==> src/rtl/alarm_controller.sv <==
// Security-system arm/disarm controller with exit/entry delays and a bad-code lockout.
// Raw inputs are synchronised here; aux/armed are registered decodes of the next state.
module alarm_controller #(
  parameter int unsigned NUM_SENSORS  = 4,
  parameter int unsigned EXIT_CYCLES  = 500_000_000,
  parameter int unsigned ENTRY_CYCLES = 250_000_000,
  parameter logic [3:0]  CODE         = 4'b1010,
  parameter int unsigned MAX_TRIES    = 3
) (
  input  logic                   clk,
  input  logic                   rst_n,
  input  logic                   arm_btn,
  input  logic [3:0]             code_sw,
  input  logic                   code_enter,
  input  logic [NUM_SENSORS-1:0] sensors,
  output logic                   aux,
  output logic                   armed,
  output logic [2:0]             state,
  output logic [1:0]             bad_cnt
);

  localparam int unsigned MaxCycles = (EXIT_CYCLES > ENTRY_CYCLES) ? EXIT_CYCLES : ENTRY_CYCLES;
  localparam int unsigned CntW      = $clog2(MaxCycles);

  localparam logic [CntW-1:0]        ExitLoad  = CntW'(EXIT_CYCLES - 1);
  localparam logic [CntW-1:0]        EntryLoad = CntW'(ENTRY_CYCLES - 1);
  localparam logic [1:0]             MaxTries  = 2'(MAX_TRIES);
  localparam logic [NUM_SENSORS-1:0] ZoneMask  = ~NUM_SENSORS'(1);

  typedef enum logic [2:0] {
    StDisarmed   = 3'd0,
    StExitDelay  = 3'd1,
    StArmed      = 3'd2,
    StEntryDelay = 3'd3,
    StAlarm      = 3'd4
  } state_e;

  // Synchroniser chains: bit 0 is the first stage, bit 2 the edge-detect history.
  logic [2:0]             arm_sync_q, enter_sync_q;
  logic [NUM_SENSORS-1:0] sens_s1_q, sens_s2_q;
  logic [3:0]             code_q;
  logic [2:0]             rdy_q;

  state_e          state_q, state_d;
  logic [CntW-1:0] cnt_q, cnt_d;
  logic [1:0]      bad_cnt_q, bad_cnt_d;
  logic            aux_q, armed_q;

  logic       arm_ev, enter_ev, code_valid, code_bad, tripped;
  logic       instant_zone, door, any_sensor, delay_done;
  logic [1:0] bad_inc;

  always_ff @(posedge clk or negedge rst_n) begin
    if (!rst_n) begin
      arm_sync_q   <= '0;
      enter_sync_q <= '0;
      sens_s1_q    <= '0;
      sens_s2_q    <= '0;
      code_q       <= '0;
      rdy_q        <= '0;
    end else begin
      arm_sync_q   <= {arm_sync_q[1:0], arm_btn};
      enter_sync_q <= {enter_sync_q[1:0], code_enter};
      sens_s1_q    <= sensors;
      sens_s2_q    <= sens_s1_q;
      code_q       <= code_sw;
      rdy_q        <= {rdy_q[1:0], 1'b1};
    end
  end

  // Edges are ignored until the chain holds real samples, so a button held
  // through reset release does not look like a fresh press.
  assign arm_ev   = arm_sync_q[1] & ~arm_sync_q[2] & rdy_q[2];
  assign enter_ev = enter_sync_q[1] & ~enter_sync_q[2] & rdy_q[2];

  assign code_valid   = enter_ev && (code_q == CODE);
  assign code_bad     = enter_ev && (code_q != CODE);
  assign bad_inc      = (bad_cnt_q < MaxTries) ? bad_cnt_q + 2'd1 : bad_cnt_q;
  assign tripped      = code_bad && (bad_inc == MaxTries);
  assign instant_zone = |(sens_s2_q & ZoneMask);
  assign door         = sens_s2_q[0];
  assign any_sensor   = |sens_s2_q;
  assign delay_done   = (cnt_q == '0);

  always_comb begin
    state_d   = state_q;
    cnt_d     = cnt_q;
    bad_cnt_d = bad_cnt_q;

    if (state_q != StDisarmed && code_bad) begin
      bad_cnt_d = bad_inc;
    end

    case (state_q)
      StDisarmed: begin
        if (arm_ev && !any_sensor) begin
          state_d = StExitDelay;
          cnt_d   = ExitLoad;
        end
      end
      StExitDelay: begin
        if (code_valid) begin
          state_d = StDisarmed;
        end else if (tripped) begin
          state_d = StAlarm;
        end else if (delay_done) begin
          state_d = StArmed;
        end else begin
          cnt_d = cnt_q - 1'b1;
        end
      end
      StArmed: begin
        if (code_valid) begin
          state_d = StDisarmed;
        end else if (tripped || instant_zone) begin
          state_d = StAlarm;
        end else if (door) begin
          state_d = StEntryDelay;
          cnt_d   = EntryLoad;
        end
      end
      StEntryDelay: begin
        if (code_valid) begin
          state_d = StDisarmed;
        end else if (tripped || instant_zone || delay_done) begin
          state_d = StAlarm;
        end else begin
          cnt_d = cnt_q - 1'b1;
        end
      end
      StAlarm: begin
        if (code_valid) begin
          state_d = StDisarmed;
        end
      end
      default: state_d = StDisarmed;
    endcase

    if (state_d == StDisarmed) begin
      bad_cnt_d = '0;
    end
  end

  always_ff @(posedge clk or negedge rst_n) begin
    if (!rst_n) begin
      state_q   <= StDisarmed;
      cnt_q     <= '0;
      bad_cnt_q <= '0;
      aux_q     <= 1'b0;
      armed_q   <= 1'b0;
    end else begin
      state_q   <= state_d;
      cnt_q     <= cnt_d;
      bad_cnt_q <= bad_cnt_d;
      aux_q     <= (state_d == StAlarm);
      armed_q   <= (state_d != StDisarmed);
    end
  end

  assign aux     = aux_q;
  assign armed   = armed_q;
  assign state   = state_q;
  assign bad_cnt = bad_cnt_q;

endmodule

==> config.mk <==
export PLATFORM = sky130hd
export DESIGN_NAME = alarm_controller
export DESIGN_NICKNAME = d
export VERILOG_FILES = /design/src/rtl/alarm_controller.sv
export SDC_FILE = /design/constraint.sdc
export NUM_CORES = 1
export LEC_CHECK = 0
export CAP_MARGIN = 10
export CELL_PAD_IN_SITES_DETAIL_PLACEMENT = 2
export CELL_PAD_IN_SITES_GLOBAL_PLACEMENT = 2
export CORE_MARGIN = 4
export CORE_UTILIZATION = 34
export CTS_CLUSTER_DIAMETER = 50
export DETAILED_ROUTE_END_ITERATION = 12
export GPL_TIMING_DRIVEN = 1
export PLACE_DENSITY = 0.72
export SYNTH_ARGS = -nofsm -noshare
export SYNTH_HDL_FRONTEND = slang
export SYNTH_SLANG_ARGS = --single-unit
==> constraint.sdc <==
create_clock -name clk -period 2.05 [get_ports clk]
set_clock_uncertainty 0.05 [all_clocks]
set_input_delay 0.41 -clock clk [delete_from_list [all_inputs] [get_ports clk]]
set_output_delay 0.41 -clock clk [all_outputs]
set_load 0.02 [all_outputs]
# Word-level counts from Yosys, hierarchy flattened
# Cells that the tools add are included.
[word_totals]
reg_bits = 57
mem_count = 0
latchBits = 0
out_inout_bits = 7
mem_bits_rw = 0
romBits = 0
word_cells = 79
[classes]
n_bitwise = 6
shift = 0
add_sub_neg = 2
multipliers = 0
reduce_logical = 18
n_eq_ne = 17
order_cmp = 1
n_div = 0
mux = 24
[op_table]
columns = ["op", "n"]
rows = [
  ["$mux 29", 9],
  ["$pmux 29 s4", 1],
  ["$mux 3", 10],
  ["$logic_not 29->1", 1],
  ["$sub 29x1->29 const B", 1],
  ["$ne 2x2->1 const B", 9],
  ["$pmux 3 s5", 1],
  ["$reduce_and 10->1", 1],
  ["$eq 3x2->1 const B", 2],
  ["$eq 3x3->1 const B", 2],
  ["$logic_not 3->1", 2],
  ["$mux 2", 3],
  ["$reduce_bool 3->1", 2],
  ["$logic_and 1x1->1", 5],
  ["$and 1x1->1", 4],
  ["$eq 4x4->1 const B", 1],
  ["$ne 4x4->1 const B", 1],
  ["$reduce_bool 4->1", 1],
  ["$reduce_or 4->1", 1],
  ["$eq 3x1->1 const B", 1],
  ["$reduce_or 3->1", 1],
  ["$add 2x1->2 const B", 1],
  ["$eq 2x2->1 const B", 1],
  ["$logic_or 1x1->1", 2],
  ["4 further kinds", 5],
]

# Depth between registers and ports, before layout
# Gate-level depths: netlist of run 1.
[depth]
word_depth = 12
mapped_depth = 10
depth_no_buf = 9

# Worst setup path before layout of run 1
# Ideal clock, no wire load.
[synth_timing]
path_kind = "register to register"
start = "reg cnt_q[0]"
end = "reg bad_cnt_q[0], in the netlist bad_cnt[0]"
t_arrival_ns = 2.121
period_less_slack_ns = 2.296
stages_incl_launch_ff = 9
setup_ns = 0.125
setup_slack_ns = -0.246
path_cell_list = "dfrtp_1 -> inv_1 -> ha_1 -> or4b_4 -> or4_1 -> o2111ai_1 -> nand2_1 -> nor3_2 -> nor2_1"
[synth_via]
elab_chain_cells = 7
[synth_lines]
columns = ["item", "line_no", "text"]
rows = [
  ["from (decl)", "45", "logic [CntW-1:0] cnt_q, cnt_d;"],
  ["from (signal assigned)", "153", "cnt_q <= cnt_d;"],
  ["$logic_not 29->1 (*)", "83", "assign delay_done = (cnt_q == '0);"],
  ["$mux 3 / $logic_or 1x1->1 (equally long branches)", "106, 125", ""],
  ["$mux 3, on equally long branches", "104, 125", ""],
  ["$mux 3, on equally long branches", "102, 123", ""],
  ["$pmux 3 s5 (*)", "94", "case (state_q)"],
  ["net state_d[1]", "44", "state_e state_q, state_d;"],
  ["$logic_not 3->1 (*)", "139", "if (state_d == StDisarmed) begin"],
  ["$mux 2 / $reduce_bool 2->1 (equally long branches)", "n/a", ""],
  ["to (signal assigned)", "154", "bad_cnt_q <= bad_cnt_d;"],
  ["to (decl)", "46", "logic [1:0] bad_cnt_q, bad_cnt_d;"],
]
# The timed path passes the listed nets; every way through them passes the cells marked *.
# A chain may end at the register's enable or synchronous reset.

# Worst setup path in the final report of run 1
[layout_timing]
start = "reg cnt_q[1]"
end = "reg bad_cnt_q[1], in the netlist bad_cnt[1]"
# The elaborated chain is that of the path after synthesis.

==> reports/metrics.cfg, run 1 <==
[placement]
gp_routability_congestion=0.815
hpwl_um=7220
dp_cells=466
pre_cts_ws_ns=-0.388
placed_cell_area_mm2=0.00366
port_buffers=18

[logic_synthesis]
yosys.area.top_type=dfrtp_1
ys_seq_elements=57
ys.flop_type=dfrtp_1
netlist_area_mm2=0.00277
ys.warnings.count=0
synth.yosys.seq_area_share_pct=51.4
synth_area_leaders=dfrtp_1 (51%), a21oi_1 (6.1%), o21ai_0 (4.1%)
synth_cell_types=55
synth_nets=293
syn_avg_cell_area_um2=9.91
async_flop_share_pct=100
synth-edff-count=0
yosysTopAreaCellShare_pct=51.4
syn_inst=280

[finish]
n_antenna_cell=0
layout-drive-gt1-share_pct=45.9
final_cell_area_mm2=0.00444
n_fill_cell=777
area_delta_synth_final_pct=60.0
register_area_mm2=0.00143
multi_input_area_mm2=0.00159
fin_cells=501
layout.nets=407

[worst_setup_path]
path_delay_family=simple AND/OR/NAND/NOR gates
cp.required_ns=2.29
crit_fanout=5
cpMaxStageDelayCell=or4b_4
critical_path_buf_inv_count=2
crit_start=cnt_q[1]
path_class=register to register
crit_chain=inv_2 > ha_4 > or4b_4 > buf_6 > nor4_4 > nand4_1 > a21oi_4 > nor3_4 > nor2_1
crit_path_end_kind=register
arrival_ns=2.85
critPathMaxStageDelay_ns=0.52
start_kind=register
r2r-start=cnt_q[1]

[status]
status=complete, but fails checks
violations=setup timing

[power_and_ir_drop]
vdd_drop_max_uv=677
power.density_mw_per_mm2=989
leakagePower_nw=1.83

[drt]
routed_wl_um=14800
drtPass1Iterations=4
drc=0
routedWlPerCell_um=29.6
ant_nets=0
num_vias=3000
initialDrtViolationCount=200
viasPerCell=5.99

[clock_tree]
clkSinkCount=57
cts_buffers=9
cts_tree=built
htreeDepth=3
root_buffer=clkbuf_8
clk_pin_slew_ns=0.08
cts_max_path_buffers=2
clock_latency_ns=0.38

[timing]
maxSlewViolCount=0
setup_slack_ns=-0.561
setup_viol=36
rsz0062_at_grt=true
tns_ns=-16.90
whs_ns=0.307
fin_crit_sh_pct=127
fmaxAchievable_mhz=383
hold_viol=0
worst_pin_slew_ns=0.748
final.min_clock_period_ns=2.61
relSlewSlack_pct=49.7

[run]
max-cap-violations=0

[floorplanning]
die_width_um=98.3
die_h_um=98.3
dieArea_mm2=0.00967
num_rows=32
design.core.area_mm2=0.00785
start_util_pct=35.3
io_pins=19

[global_routing]
grt_pass1_wl_um=19800
grt_max_degree=24
antenna_found_initial=0
grt.overflow.total=0
grt_usage_pct=26.9
grt_pass1_vias=3317

[worst_hold_path]
hold_path.class=register to register
worstHoldStart=enter_sync_q[0]

==> cells in the final DEF (no fill, tap or decap), types with 3 or more instances in the layout <==
cell | Yosys | layout
buf_4 | 0 | 80
dfrtp_1 | 57 | 57
nor2_1 | 25 | 21
nand2_1 | 19 | 17
a21oi_1 | 34 | 16
clkdlybuf4s50_1 | 0 | 14
a21oi_2 | 1 | 12
buf_6 | 4 | 11
o21ai_1 | 2 | 10
clkbuf_8 | 0 | 9
inv_1 | 10 | 8
nor3_1 | 9 | 8
o21ai_0 | 23 | 8
a31oi_1 | 10 | 8
a21oi_4 | 0 | 7
nor4_1 | 8 | 6
o21ai_2 | 0 | 6
or4_4 | 2 | 5
nand3_1 | 6 | 5
a41oi_2 | 0 | 4
buf_12 | 0 | 4
or3_1 | 3 | 3
and3_1 | 3 | 3
nor3_4 | 1 | 3
clkinv_4 | 0 | 3
nor2_4 | 0 | 3
==> state kept, by name, indices dropped and copies added, names as in the netlist <==
name          flops
code_q            4
cnt_q            29
rdy_q             3
sens_s2_q         4
bad_cnt           2
state             3
enter_sync_q      3
sens_s1_q         4
aux               1
arm_sync_q        3
armed             1
==> through the flow <==
step	util (%)	total power [mW]
after floorplan	-	1.94
after global placement	46.7	2.48
after detailed placement	46.7	2.55
after CTS	52.2	3.95
after global routing	56.6	4.56
final	56.6	4.39
==> power breakdown <==
group	switching (mW)	internal (mW)	total, mW	leakage, nW
Combinational	0.988	0.710	1.70	1.05
Clock	0.609	0.697	1.31	0.110
Sequential	0.118	1.27	1.38	0.670
==> what timing repair did <==
| item | in CTS | in global routing |
|---|---|---|
| hold endpoints to repair | 18 | 0 |
| setup endpoints to repair | 37 | 38 |
| hold buffers | 1 | 0 |
| gates cloned | 1 | 0 |
| buffers inserted | 5 | 13 |
| pin swaps | 11 | 19 |
| gates resized for setup | 40 | 54 |
==> cell families (layout without fill, tap and decap cells) <==
| kind of cell | count (synthesis) | in the layout | share of synthesized area, % |
|---|---|---|---|
| AND/OR/NAND/NOR | 106 | 106 | 23.4 |
| AO/OA/AOI/OAI | 92 | 92 | 20.3 |
| flip-flops | 57 | 57 | 51.4 |
| buffers and inverters | 23 | 142 | 4.33 |
| adder cells (fa/ha/maj) | 1 | 1 | 0.451 |
| other | 1 | 1 | 0.135 |
==> synth_stat cells, drive strengths merged (3+ instances only) <==
cell type,instances
nor4,10
buf,7
o21ai,25
nand2,19
nor3,12
a41oi,5
or3,3
a31oi,10
dfrtp,57
inv,11
or4,7
nor2,25
and3,3
nand3,6
a21boi,3
clkbuf,5
nand4,3
a21oi,35
==> area by class of cell <==
cell class / instances / share of cell area (%)
multi-input combinational: 200 / 35.8
sequential: 57 / 32.1
timing repair buffer: 115 / 23.0
tap: 102 / 2.88
clock buffer: 9 / 2.79
clock inverter: 7 / 2.31
inverter: 11 / 1.04
==> path summary, 6_finish.rpt <==
| kind | slack [ns] | end | cells past startpoint |
|---|---|---|---|
| setup / recovery | -0.56 | bad_cnt[1] | 9 |
| hold / removal | 0.31 | enter_sync_q[1] | 0 |
| setup reg to reg | -0.56 | bad_cnt[1] | 9 |
| hold reg to reg | 0.31 | enter_sync_q[1] | 0 |
| max in group asynchronous | 0.76 | bad_cnt[0] | 3 |
| min in group asynchronous | 0.50 | cnt_q[22] | 2 |
==> routing by layer <==
metal | track usage, % | wire, µm | vias up
li1 | - | - | 1275
met1 | 33.1 | 6070 | 1579
met2 | 46.6 | 7500 | 106
met3 | 5.71 | 702 | 40
met4 | 9.03 | 529 | 0
met5 | 0 | 0 | -
(Power assumes the default switching activity.)
==> inputs of run 2 (changes only) <==
Settings changed: CORE_UTILIZATION 34 to 35, PLACE_DENSITY 0.72 to 0.71.
Clock period 2.05 ns to 3.3 ns, I/O delays scaled along.
==> run 2 against run 1 <==
- the flow now finishes without violations
- power decreased by 52%
- register-to-register slack improved by 1.1 ns
- via count decreased by 23%
- critical endpoint is now cnt_q[16]
==> reports/metrics.cfg, run 2 (same netlist as run 1, synthesis figures left out) <==
[worst_setup_path]
r2r-start=cnt_q[0]
reg2reg_slack_ns=0.57  ; +1.13 ns
r2r-end=cnt_q[16]
worstSetupEndpoint=cnt_q[16]
arrival_ns=2.93  ; +0.08 ns
crit_start=cnt_q[0]
path_class=register to register
reg2reg_depth=8  ; -1
crit_path_end_kind=register
cp.required_ns=3.50  ; +1.21 ns
crit_fanout=10  ; +5
start_kind=register

[finish]
top_register=cnt_q
final_common_cell=dfrtp_1
fin_cells=412  ; -18%
largest_reg_flops=29  ; unchanged
n_antenna_cell=0  ; unchanged
n_fill_cell=835  ; +7.5%
layout.nets=318  ; -22%
layout-drive-gt1-share_pct=13.5  ; -32 points
area_delta_synth_final_pct=18.9
final_cell_mix=dfrtp_1 (57), a21oi_1 (34), nor2_1 (25), o21ai_0 (23), nand2_1 (19)

[worst_hold_path]
hold_path.class=input pin to asynchronous set/reset pin

[timing]
hold_viol=0  ; unchanged
maxSlewViolCount=0  ; unchanged
rsz0062_at_grt=false
whs_ns=0.288  ; -0.0194 ns
fin_crit_sh_pct=82.7  ; -45 points
setup_viol=0  ; -100%
fmaxAchievable_mhz=366  ; -4.4%
setup_slack_ns=0.570  ; +1.13 ns
relSlewSlack_pct=54.7  ; +5.0 points
worst_pin_slew_ns=0.674  ; -0.0738 ns
tns_ns=0  ; +16.90 ns
final.min_clock_period_ns=2.73  ; +0.120 ns

[clock_tree]
cts_max_path_buffers=2  ; unchanged
cts_hold_buf=0  ; -1
htreeDepth=3  ; unchanged
clock_latency_ns=0.34  ; -0.04 ns
root_buffer=clkbuf_8
clk_pin_slew_ns=0.08  ; about the same
cts_resized=0  ; -100%
clkSinkCount=57  ; unchanged
cts_tree=built
cts_setup_buffers=0  ; -5
cts_buffers=9  ; unchanged

[power_and_ir_drop]
power.density_mw_per_mm2=643  ; -35%
vdd_drop_max_uv=328  ; -52%
leakagePower_nw=1.29  ; -29%

[drt]
routed_wl_um=8170  ; -45%
initialDrtViolationCount=49  ; -76%
viasPerCell=5.60  ; -6.5%
drtPass1Iterations=4  ; unchanged
ant_nets=0  ; unchanged
routedWlPerCell_um=19.8  ; -33%
num_vias=2307  ; -23%
drc=0  ; unchanged

[global_routing]
grt_usage_pct=18.3  ; -8.6 points
grt_pass1_wl_um=13700  ; -31%
grt_max_degree=33  ; +38%
antenna_found_initial=0  ; unchanged
grt_pass1_vias=2487  ; -25%
grt.overflow.total=0  ; unchanged

[floorplanning]
die_width_um=97.0  ; -1.3%
dieArea_mm2=0.00941  ; -2.6%
io_pins=19  ; unchanged
design.core.area_mm2=0.00773  ; -1.5%
start_util_pct=35.9  ; +0.55 points
die_h_um=97.0  ; -1.3%
num_rows=32  ; unchanged

[placement]
dp_cells=396  ; -15%
pre_cts_ws_ns=0.621  ; +1.01 ns
hpwl_um=5790  ; -20%
gp_routability_congestion=0.792  ; -2.9%
port_buffers=18  ; unchanged

[status]
status=complete, no violations

[run]
max-cap-violations=0  ; unchanged

## run 2: cell count changes in the layout (fill, tap and decap cells not counted), moves of 4 or more
cell and change:
a21oi_1 +18, a21oi_2 -11, a21oi_4 -7, a41oi_1 +4, a41oi_2 -4, buf_4 -73, buf_6 -11, nor2_1 +4
o21ai_0 +15, o21ai_1 -8, o21ai_2 -6
## run 2: worst min path at each step
stage / startpoint / endpoint / slack (ns) / cells past startpoint
after floorplan: arm_sync_q[0] / arm_sync_q[1] / 0.28 / 0
after global placement: rdy_q[1] / rdy_q[2] / 0.28 / 0
after detailed placement: enter_sync_q[0] / enter_sync_q[1] / 0.29 / 0
after CTS: sens_s1_q[2] / sens_s2_q[2] / 0.30 / 0
after global routing: sens_s1_q[1] / sens_s2_q[1] / 0.31 / 0
final: rst_n / cnt_q[12] / 0.29 / 1
## run 2: power by group
part / internal [mW] / switching (mW) / leakage (nW)
clock network: 0.433 / 0.323 / 0.110
logic: 0.169 / 0.293 / 0.514
registers: 0.786 / 0.115 / 0.670
## run 2: layout make-up
class / instances / area [µm²] / area share (%)
clock inverters: 7 / 103 / 3.11
well taps: 102 / 128 / 3.87
repair buffers: 26 / 248 / 7.51
flip-flops and latches: 57 / 1430 / 43.3
clock buffers: 9 / 124 / 3.76
inverters: 11 / 41.3 / 1.25
multi-input cells: 200 / 1230 / 37.2
## run 2: stage by stage
step / power (mW) / util, % / cell area (µm²)
6_report: 2.12 / 42.7 / 3300
5_1_grt: 2.24 / 42.7 / 3300
4_1_cts: 2.14 / 42.7 / 3300
3_5_place_dp: 1.38 / 39.7 / 3070
3_3_place_gp: 1.35 / 39.7 / 3070
2_1_floorplan: 1.19 / - / 2770
## run 2: routing by layer
| layer | up-vias | wire length, µm | track usage (%) |
|---|---|---|---|
| met5 | - | 0 | 0 |
| met4 | 0 | 74 | 4.54 |
| met3 | 7 | 180 | 3.89 |
| met2 | 21 | 3980 | 29.2 |
| met1 | 1184 | 3930 | 25.2 |
| li1 | 1095 | - | - |
## run 2: critical path, cell delays in order, from the launching register on
cell,delay (ns)
dfrtp_1,0.42
inv_1,0.08
ha_1,0.22
or4b_4,0.54
nor3_2,0.25
nand4_2,0.20
a22oi_2,0.53
o21ai_0,0.21
o211ai_1,0.14
==> inputs of run 3 (changes only) <==
Settings changed: CORE_UTILIZATION 35 to 34, PLACE_DENSITY 0.71 to 0.72.
Clock period 3.3 ns to 2.41 ns, I/O delays scaled along.
==> run 3 against run 2 <==
- the flow now finishes with violations (setup timing)
- global-route usage increased by 4.4 points
- worst setup slack got worse by 0.75 ns
- utilization increased by 6.9 points
- maximum frequency increased by 5.4%
- combinational power increased by 140%
- wire length increased by 37%
- largest power group unchanged
==> reports/metrics.cfg, run 3 (same netlist as run 1, synthesis figures left out) <==
[status]
status=complete, but fails checks
violations=setup timing

[worst_setup_path]
crit_chain=inv_2 > ha_4 > or4b_4 > nor3_4 > nand4_4 > buf_6 > a22oi_2 > buf_6 > a21oi_2 > a211oi_2
crit_fanout=5  ; -5
r2r-start=cnt_q[1]
reg2reg_depth=10  ; +2
reg2reg_slack_ns=-0.18  ; -0.75 ns
critPathMaxStageDelay_ns=0.51  ; -0.03 ns
cp_common_cell=buf_6
crit_path_end_kind=register
path_class=register to register
cpMaxStageDelayCell=or4b_4
start_kind=register
r2r-end=cnt_q[28]
worstSetupEndpoint=cnt_q[28]
crit_start=cnt_q[1]
arrival_ns=2.81  ; -0.12 ns
cp.required_ns=2.63  ; -0.87 ns

[global_routing]
antenna_found_initial=0  ; unchanged
grt_usage_pct=22.7  ; +4.4 points
grt_pass1_wl_um=16900  ; +24%
grt_max_degree=37  ; +12%
grt_pass1_vias=2859  ; +15%
grt.overflow.total=0  ; unchanged

[clock_tree]
cts_max_path_buffers=2  ; unchanged
cts_buffers=9  ; unchanged
clkSinkCount=57  ; unchanged
root_buffer=clkbuf_8
cts_tree=built
cts_hold_buf=0  ; unchanged
clock_latency_ns=0.35  ; about the same
htreeDepth=3  ; unchanged
clk_pin_slew_ns=0.08  ; about the same

[timing]
relSlewSlack_pct=57.8  ; +3.1 points
maxSlewViolCount=0  ; unchanged
setup_viol=23  ; +23
worst_pin_slew_ns=0.628  ; -0.0464 ns
final.min_clock_period_ns=2.59  ; -0.139 ns
whs_ns=0.0612  ; -0.227 ns
hold_viol=0  ; unchanged
fin_crit_sh_pct=108  ; +25 points
setup_slack_ns=-0.181  ; -0.751 ns
fmaxAchievable_mhz=386  ; +5.4%
rsz0062_at_grt=true

[floorplanning]
die_h_um=98.3  ; +1.3%
design.core.area_mm2=0.00785  ; +1.6%
num_rows=32  ; unchanged
dieArea_mm2=0.00967  ; +2.7%
die_width_um=98.3  ; +1.3%
io_pins=19  ; unchanged
start_util_pct=35.3  ; -0.55 points

[finish]
final_common_cell=dfrtp_1
top_register=cnt_q
largest_reg_flops=29  ; unchanged
final_cell_mix=dfrtp_1 (57), buf_4 (36), a21oi_1 (23), nor2_1 (21)
fin_util_pct=49.6  ; +6.9 points
layout.nets=361  ; +14%
n_antenna_cell=0  ; unchanged
layout-drive-gt1-share_pct=34.3  ; +21 points
area_delta_synth_final_pct=40.2

[drt]
drtPass1Iterations=4  ; unchanged
initialDrtViolationCount=208  ; +320%
wl_met1_um=5030  ; +28%
viasPerCell=5.71  ; +1.9%
drc=0  ; unchanged
met2_wirelength_um=5570  ; +40%
routed_wl_um=11200  ; +37%
num_vias=2597  ; +13%
wl_met3_um=422  ; +130%
ant_nets=0  ; unchanged
topRoutingLayerUsed=met4
routedWlPerCell_um=24.7  ; +24%

[power_and_ir_drop]
power.density_mw_per_mm2=864  ; +34%
vdd_drop_max_uv=530  ; +62%
leakagePower_nw=1.56  ; +21%

[worst_hold_path]
hold_path.class=input pin to asynchronous set/reset pin

[placement]
gp_routability_congestion=0.825  ; +4.3%
port_buffers=18  ; unchanged
hpwl_um=6160  ; +6.4%

[run]
max-cap-violations=0  ; unchanged

[run 3: cell types whose count changed in the layout (fill, tap and decap cells not counted), sizes merged]
cell | previous run | this run
inv | 13 | 14
buf | 9 | 50
clkinvlp | 1 | 0
clkinv | 2 | 4
[run 3: layout make-up]
class,count,area (µm²)
clock buffers,9,124
multi-input cells,200,1410
flip-flops and latches,57,1430
repair buffers,67,634
repair inverters,2,12.5
well taps,102,128
inverters,11,46.3
fillers,824,3960
clock inverters,7,104
[run 3: where the power goes]
part	total (mW)	internal (mW)	leakage (nW)	switching (mW)
logic	1.11	0.458	0.781	0.648
clock network	1.06	0.592	0.114	0.468
registers	1.19	1.08	0.670	0.116
total	3.36	2.13	1.56	1.23
[run 3: worst min path at each step]
stage	start	end	slack (ns)	depth (start not counted)
after global placement	sens_s1_q[2]	sens_s2_q[2]	0.28	0
after global routing	rst_n	bad_cnt[0]	0.10	1
after detailed placement	arm_sync_q[0]	arm_sync_q[1]	0.29	0
after floorplan	rst_n	arm_sync_q[0]	0.14	0
after CTS	rst_n	bad_cnt[0]	0.08	1
final	rst_n	cnt_q[19]	0.06	1
[run 3: critical path: cells and delay by family (launching register included)]
family	cells	cell delay, ns
flops	1	0.42
fa+ha+maj	1	0.14
buf+inv	3	0.45
simple gates	3	0.92
compound gates	3	0.53
[run 3: repair_timing]
| item | 4_1_cts | 5_1_grt |
|---|---|---|
| gates cloned | 3 | 1 |
| endpoints found under the hold margin | 0 | 0 |
| setup buffers | 9 | 5 |
| resized for setup | 13 | 58 |
| pin swaps | 12 | 15 |
| setup endpoints to repair | 17 | 33 |
[run 3: metal layers]
layer / up-vias / GRT usage (%)
met1: 1348 / 30.2
li1: 1179 / -
met4: 0 / 7.56
met2: 57 / 36.7
met3: 13 / 4.86
met5: - / 0
[run 3: per-stage QoR]
| stage | power, mW | setup slack (ns) | std cells | instance area, µm² | setup TNS (ns) |
|---|---|---|---|---|---|
| 2_1_floorplan | 1.63 | 0.114 | 280 | 2770 | 0 |
| 3_3_place_gp | 1.95 | 0.00590 | 421 | 3260 | 0 |
| 3_5_place_dp | 1.98 | -0.0968 | 421 | 3260 | -0.363 |
| 4_1_cts | 3.18 | -0.0179 | 449 | 3660 | -0.0470 |
| 5_1_grt | 3.54 | -0.244 | 455 | 3890 | -3.46 |
| 6_report | 3.36 | -0.181 | 455 | 3890 | -1.56 |
